## config.mk

```make
export PLATFORM = sky130hd
export DESIGN_NAME = uart_receiver
export DESIGN_NICKNAME = d
export VERILOG_FILES = /design/src/rtl/uart_receiver.sv
export SDC_FILE = /design/constraint.sdc
export NUM_CORES = 1
export LEC_CHECK = 0
export ABC_CLOCK_PERIOD_IN_PS = 2200
export CORE_MARGIN = 2
export CORE_UTILIZATION = 54
export CTS_CLUSTER_DIAMETER = 150
export DETAILED_ROUTE_END_ITERATION = 12
export HOLD_SLACK_MARGIN = 0.15
export PLACE_DENSITY = 0.78
export SETUP_SLACK_MARGIN = 0.05
export SYNTH_ARGS = -nofsm -noshare
export SYNTH_HDL_FRONTEND = slang
export SYNTH_SLANG_ARGS = --single-unit
```

## constraint.sdc

```tcl
create_clock -name clk -period 2.2 [get_ports clk]
set_clock_uncertainty 0.15 [all_clocks]
set_input_delay 0.44 -clock clk [delete_from_list [all_inputs] [get_ports clk]]
set_output_delay 0.44 -clock clk [all_outputs]
set_load 0.005 [all_outputs]
```

## src/rtl/uart_receiver.sv

```systemverilog
// Purpose: 8N1 UART receiver, mid-bit sampling, byte handed to consumer over four-phase REQ/ACK.
// Latency: RCV_REQ rises BIT_CYCLES/2 + 9*BIT_CYCLES + 1 cycles after rx_s first goes low (+2 sync).
// Backpressure: reception never stalls; a frame finishing while REQ or ACK is high is dropped with OVR_ERR.
module uart_receiver #(
    // Clocks per serial bit; must be even and at least 4.
    parameter int BIT_CYCLES = 8
) (
    input  logic       clk,
    input  logic       clr,
    input  logic       RCV,
    output logic [7:0] RCV_DATA,
    output logic       RCV_REQ,
    input  logic       RCV_ACK,
    output logic       FRM_ERR,
    output logic       OVR_ERR,
    output logic       RCV_BUSY
);

    localparam int CW = $clog2(BIT_CYCLES);
    // The cycle counter counts down to zero, so it only needs to hold B-1 and H-1.
    localparam logic [CW-1:0] HALF_M1 = CW'(BIT_CYCLES / 2 - 1);
    localparam logic [CW-1:0] BIT_M1  = CW'(BIT_CYCLES - 1);

    typedef enum logic [2:0] {
        ST_IDLE,
        ST_START,
        ST_DATA,
        ST_STOP,
        ST_BREAK
    } state_t;

    state_t        state_q, state_d;
    logic          sync1_q, sync1_d;
    logic          rx_s_q, rx_s_d;
    logic [CW-1:0] cnt_q, cnt_d;
    logic [3:0]    bit_q, bit_d;
    logic [7:0]    shift_q, shift_d;
    logic [7:0]    data_q, data_d;
    logic          req_q, req_d;
    logic          frm_q, frm_d;
    logic          ovr_q, ovr_d;
    logic          tick;

    // Two-flop synchronizer input path; idle-high line so both stages preset to 1.
    always_comb begin
        sync1_d = RCV;
        rx_s_d  = sync1_q;
    end

    // Register bank: synchronizer, FSM state, counters and output flops.
    always_ff @(posedge clk or negedge clr) begin
        if (!clr) begin
            sync1_q <= 1'b1;
            rx_s_q  <= 1'b1;
            state_q <= ST_IDLE;
            cnt_q   <= '0;
            bit_q   <= '0;
            shift_q <= '0;
            data_q  <= '0;
            req_q   <= 1'b0;
            frm_q   <= 1'b0;
            ovr_q   <= 1'b0;
        end else begin
            sync1_q <= sync1_d;
            rx_s_q  <= rx_s_d;
            state_q <= state_d;
            cnt_q   <= cnt_d;
            bit_q   <= bit_d;
            shift_q <= shift_d;
            data_q  <= data_d;
            req_q   <= req_d;
            frm_q   <= frm_d;
            ovr_q   <= ovr_d;
        end
    end

    // Sample point reached when the down-counter hits zero.
    assign tick = (cnt_q == '0);

    // Next-state, bit sampling, delivery gating and handshake release.
    always_comb begin
        state_d = state_q;
        cnt_d   = cnt_q;
        bit_d   = bit_q;
        shift_d = shift_q;
        data_d  = data_q;
        req_d   = req_q;
        frm_d   = 1'b0;
        ovr_d   = 1'b0;

        // Four-phase release: REQ drops the cycle after ACK is seen high.
        if (req_q && RCV_ACK) begin
            req_d = 1'b0;
        end

        case (state_q)
            ST_IDLE: begin
                if (!rx_s_q) begin
                    state_d = ST_START;
                    cnt_d   = HALF_M1;
                    bit_d   = '0;
                end
            end
            ST_START: begin
                if (tick) begin
                    if (rx_s_q) begin
                        // Start bit gone by mid-bit: treat as a glitch.
                        state_d = ST_IDLE;
                    end else begin
                        state_d = ST_DATA;
                        cnt_d   = BIT_M1;
                        bit_d   = 4'd1;
                    end
                end else begin
                    cnt_d = cnt_q - 1'b1;
                end
            end
            ST_DATA: begin
                if (tick) begin
                    shift_d = {rx_s_q, shift_q[7:1]};
                    cnt_d   = BIT_M1;
                    bit_d   = bit_q + 4'd1;
                    if (bit_q == 4'd8) begin
                        state_d = ST_STOP;
                    end
                end else begin
                    cnt_d = cnt_q - 1'b1;
                end
            end
            ST_STOP: begin
                if (tick) begin
                    bit_d = '0;
                    if (rx_s_q) begin
                        // Back to IDLE half a bit early so an immediate next start edge is seen.
                        state_d = ST_IDLE;
                        // ACK still high (even with REQ low) means the consumer is not ready.
                        if (!req_q && !RCV_ACK) begin
                            data_d = shift_q;
                            req_d  = 1'b1;
                        end else begin
                            ovr_d = 1'b1;
                        end
                    end else begin
                        frm_d   = 1'b1;
                        state_d = ST_BREAK;
                    end
                end else begin
                    cnt_d = cnt_q - 1'b1;
                end
            end
            ST_BREAK: begin
                // Line held low after a bad stop bit: one error only, wait for idle.
                if (rx_s_q) begin
                    state_d = ST_IDLE;
                end
            end
            default: begin
                state_d = ST_IDLE;
            end
        endcase
    end

    assign RCV_DATA = data_q;
    assign RCV_REQ  = req_q;
    assign FRM_ERR  = frm_q;
    assign OVR_ERR  = ovr_q;
    assign RCV_BUSY = (state_q != ST_IDLE);

endmodule

```

Word level (Yosys, flattened, before mapping) --
Index checks and enable logic that the tools add are counted.
Storage, ports and cells: bits in registers 31, memories kept 0, word-level logic and storage cells 72, output and inout port bits 12, ROM bits 0, bits in writable memories 0, bits in latches 0
Cells by class: reductions and logical operators 13, shift operators 0, muxes and demuxes 33, $mul 0, bitwise gates (word level) 0, divide/modulo/power cells 0, equality and inequality tests 14, magnitude comparators 0, $add $sub $neg 2
Operators by type and width (number):
- $mux 3 | 12
- $mux 4 | 5
- $ne 2x2->1 const B | 8
- $pmux 4 s4 | 1
- $pmux 3 s5 | 1
- $mux 1 | 12
- $pmux 3 s4 | 1
- $reduce_and 6->1 | 2
- $reduce_and 4->1 | 2
- $eq 3x2->1 const B | 2
- $logic_not 3->1 | 2
- $add 4x1->4 const B | 1
- $eq 4x4->1 const B | 1
- $reduce_bool 4->1 | 1
- $eq 3x1->1 const B | 1
- $eq 3x3->1 const B | 1
- $ne 3x3->1 const B | 1
- $reduce_bool 3->1 | 1
- $sub 3x1->3 const B | 1
- $logic_and 1x1->1 | 2
- $logic_not 1->1 | 2
- $mux 2 | 1
- $reduce_and 2->1 | 1

Logic depth before layout (Yosys ltp) --
depth after elaboration 6, mapped depth 7

Least setup slack after synthesis --
OpenSTA, ideal clock, no wires.
path type register to register, start register cnt_q[0], end register bit_q[3], stages on the path, launching flop included 7, arrival time 1.632 ns, data required time 1.981 ns, buffers on the path 0, slack 0.349 ns, path through dfrtp_1 -> inv_1 -> ha_1 -> nor2b_1 -> o221ai_2 -> or4_1 -> nand3_1
Between the ends: word-level cells in the longest chain between the ends 3, elaborated cells between the ends (all ways) 5
RTL lines:
- start, declared | line 35 | logic [CW-1:0] cnt_q, cnt_d;
- start signal, assigned | line 67 | cnt_q <= cnt_d;
- $logic_not 3->1 * | line 78 | assign tick = (cnt_q == '0);
- $ne 2x2->1 (no source line)
- $reduce_and 6->1 (no source line) *
- end signal, assigned | line 68 | bit_q <= bit_d;
- end, declared | line 36 | logic [3:0] bit_q, bit_d;
Every way passes the cells marked *; elsewhere a longest branch is shown, timed or not. A chain may end at the register's enable or synchronous reset.

Worst setup path in the final report --
start register state_q[1], end register bit_q[3]
Between the ends: word-level cells in the longest chain between the ends 3, elaborated cells between the ends (all ways) 12
RTL lines:
- start, declared | line 32 | state_t state_q, state_d;
- start signal, assigned | line 66 | state_q <= state_d;
- $eq 3x1->1, or another cell as far along | line 96 | case (state_q)
- $ne 2x2->1 (no source line) or $reduce_bool 4->1 (tied branches)
- $reduce_and 6->1 (no source line)
Parallel ways exist; a longest one is shown, timed or not.

==> flow_metrics.tcl <==
set metrics [dict create \
    syn_nets 125 \
    finalSetupTns_ns 0 \
    avgSynthCellArea_um2 12.1 \
    first_iter_violations 22 \
    yosysUniqueCellTypes 30 \
    n_antenna_cell 0 \
    hold_buffers 0 \
    slew_headroom_pct 71.6 \
    grt_util_all_layers_pct 19.4 \
    cts_root_buf "clkbuf_4" \
    crit_required_ns 2.33 \
    endpoint_kind "flip-flop" \
    post-route-util_pct 69.2 \
    stdcell_count 172 \
    grt_overflow 0 \
    clock_sinks 31 \
    clockBufferDepth 2 \
    arrival_ns 2.17 \
    nets 149 \
    ant_nets 0 \
    netlist_area_um2 1420 \
    drc_errors 0 \
    grt_pass1_wl_um 4560 \
    synth-seq-cells 31 \
    grt_max_degree 32 \
    leakage_uw 0.000837 \
    portBuffers 15 \
    worst-slew-pin-transition_ns 0.422 \
    layout-drive-gt1-share_pct 26.1 \
    via_per_inst 5.69 \
    cp_max_fo 8 \
    hp-class "flip-flop to flip-flop" \
    ios 16 \
    ir_worst_vdd_mv 0.974 \
    dieHeight_um 55.3 \
    postSynthCellCount 117 \
    critPathLaunchType "flip-flop" \
    clock_latency_ns 0.34 \
    core_area_um2 2480 \
    place.gp.congestion 0.903 \
    antenna_found_initial 0 \
    fin_crit_ns 2.04 \
    hpwl_um 1740 \
    power.density_nw_per_um2 1080 \
    die_w_um 55.3 \
    rsz0062_at_grt "no" \
    status "completed" \
    initial_core_util_pct 57.3 \
    max_freq_mhz 490 \
    grt_pass1_vias 943 \
    syn_to_final_growth_pct 20.9 \
    num_rows 18 \
    drt-pass1-iter-count 4 \
    fin_crit_sh_pct 92.7 \
    cts_inserted_buffers 5 \
    placed_cells 161 \
    path_class "flip-flop to flip-flop" \
    ys_seq_area_share_pct 54.9 \
    drt-wirelength-per-cell_um 15.4 \
    cts_tree "built" \
    cts.reportedPaths.clkPinSlew_ns 0.10 \
    maxCapViolations 0 \
    wl_um 2650 \
    setup_viol 0 \
    die_area_um2 3050 \
    ctsHtreeMaxLevel 2 \
    fill_cells 187 \
    yosys_warnings 0 \
    vias 978 \
    final-hold-violation-count 0 \
    drv_slew 0 \
]
## metal layers
metal | part of all wire (%) | track usage [%] | routed length, um | vias up
li1 | - | - | - | 457
met1 | 42 | 24.1 | 1110 | 475
met2 | 49 | 30.4 | 1300 | 34
met3 | 6.4 | 7.26 | 170 | 12
met4 | 2.7 | 8.01 | 71 | 0
met5 | 0 | 0 | 0 | -
## logic make-up after synthesis
group	synth area share [%]
AOI/OAI and AO/OA	8.46
adders and majority gates	3.53
buffers and inverters	4.06
DFF	54.9
muxes	14.0
and+or+nand+nor	15.1
## registers in the layout (all words and copies together) (netlist names)
| register | count |
|---|---|
| FRM_ERR | 1 |
| OVR_ERR | 1 |
| RCV_DATA | 8 |
| RCV_REQ | 1 |
| bit_q | 4 |
| cnt_q | 3 |
| rx_s_d | 1 |
| rx_s_q | 1 |
| shift_q | 8 |
| state_q | 3 |
## cell usage in the layout (no fill, tap or decap), drive strengths merged, types with 2 or more instances in the layout
cell	instances
nor2b	3
inv	7
o21bai	2
nor3	3
o21ai	5
dfrtp	29
a21oi	5
nand2b	2
a21o	2
nor2	6
mux2	15
nand2	11
clkbuf	6
nor3b	2
ha	4
nand4	2
clkdlybuf4s50	14
buf	6
a2bb2oi	2
dfstp	2
nand3	5
## cell usage after synthesis
master	number	share of area, %
nor2b_1	3	1.3
or3_1	1	0.44
nor2_1	6	1.6
nand2b_1	1	0.44
nor3b_1	1	0.53
nor3_1	3	1.1
nand3_1	5	1.8
clkbuf_1	1	0.26
nor4b_1	1	0.62
or4_1	1	0.53
o21ai_0	5	1.8
mux2_4	8	8.5
o21bai_1	2	1.1
and4b_1	1	0.71
buf_6	2	1.6
a2bb2oi_1	2	1.2
nand4_1	2	0.88
dfstp_2	2	3.7
a21o_1	2	1.1
a211oi_1	1	0.53
dfrtp_1	29	51
a21oi_1	5	1.8
nor3b_4	1	1.3
buf_2	1	0.35
mux2_2	7	5.6
o221ai_2	1	1.1
ha_1	4	3.5
nand2b_4	1	0.97
nand2_1	11	2.9
inv_1	7	1.9
## through the flow
| step | hold slack [ns] | area (um2) | total power (uW) | setup WS, ns |
|---|---|---|---|---|
| after floorplan | -0.00559 | 1420 | 1170 | 0.349 |
| after global routing | 0.216 | 1720 | 1970 | 0.0554 |
| after CTS | 0.211 | 1710 | 1840 | 0.111 |
| final | 0.209 | 1720 | 1850 | 0.160 |
| after detailed placement | 0.197 | 1600 | 1350 | 0.121 |
| after global placement | 0.195 | 1600 | 1300 | 0.290 |
## layout make-up
cell class              count  area (um2)  share of cell area (%)
flip-flops and latches     31         781                    45.5
multi-input cells          75         591                    34.4
repair buffers             21         194                    11.3
clock buffers               6        51.3                    2.99
well taps                  30        37.5                    2.19
clock inverters             2        35.0                    2.04
inverters                   7        26.3                    1.53
## path summary, 6_finish.rpt
| kind | cells after the start | endpoint | start | slack, ns |
|---|---|---|---|---|
| worst min register to register | 0 | rx_s_q | rx_s_d | 0.21 |
| min in group asynchronous | 2 | cnt_q[0] | clr | 0.33 |
| max in group asynchronous | 2 | rx_s_d | clr | 1.25 |
| worst max register to register | 5 | bit_q[3] | state_q[1] | 0.16 |
| worst min-delay path | 0 | rx_s_q | rx_s_d | 0.21 |
| worst max-delay path | 5 | bit_q[3] | state_q[1] | 0.16 |
## where the power goes
group	total [uW]	internal (uW)	switching, uW
Sequential	771	681	90.0
Combinational	614	283	331
Clock	467	268	199
## worst max-delay path: stages (launching register included)
cell and delay (ns):
dfrtp_2 0.43, buf_4 0.16, nor2_1 0.31, o221ai_2 0.24, or4_1 0.57, nand3_1 0.12
## timing repair
action                                 in CTS  in global routing
setup endpoints to repair                   1                  1
pin swaps                                   0                  0
gates cloned                                0                  0
endpoints found under the hold margin       0                  0
resized for setup                           3                  2
buffers inserted                            3                  0
Power figures use the tool's default switching activity.
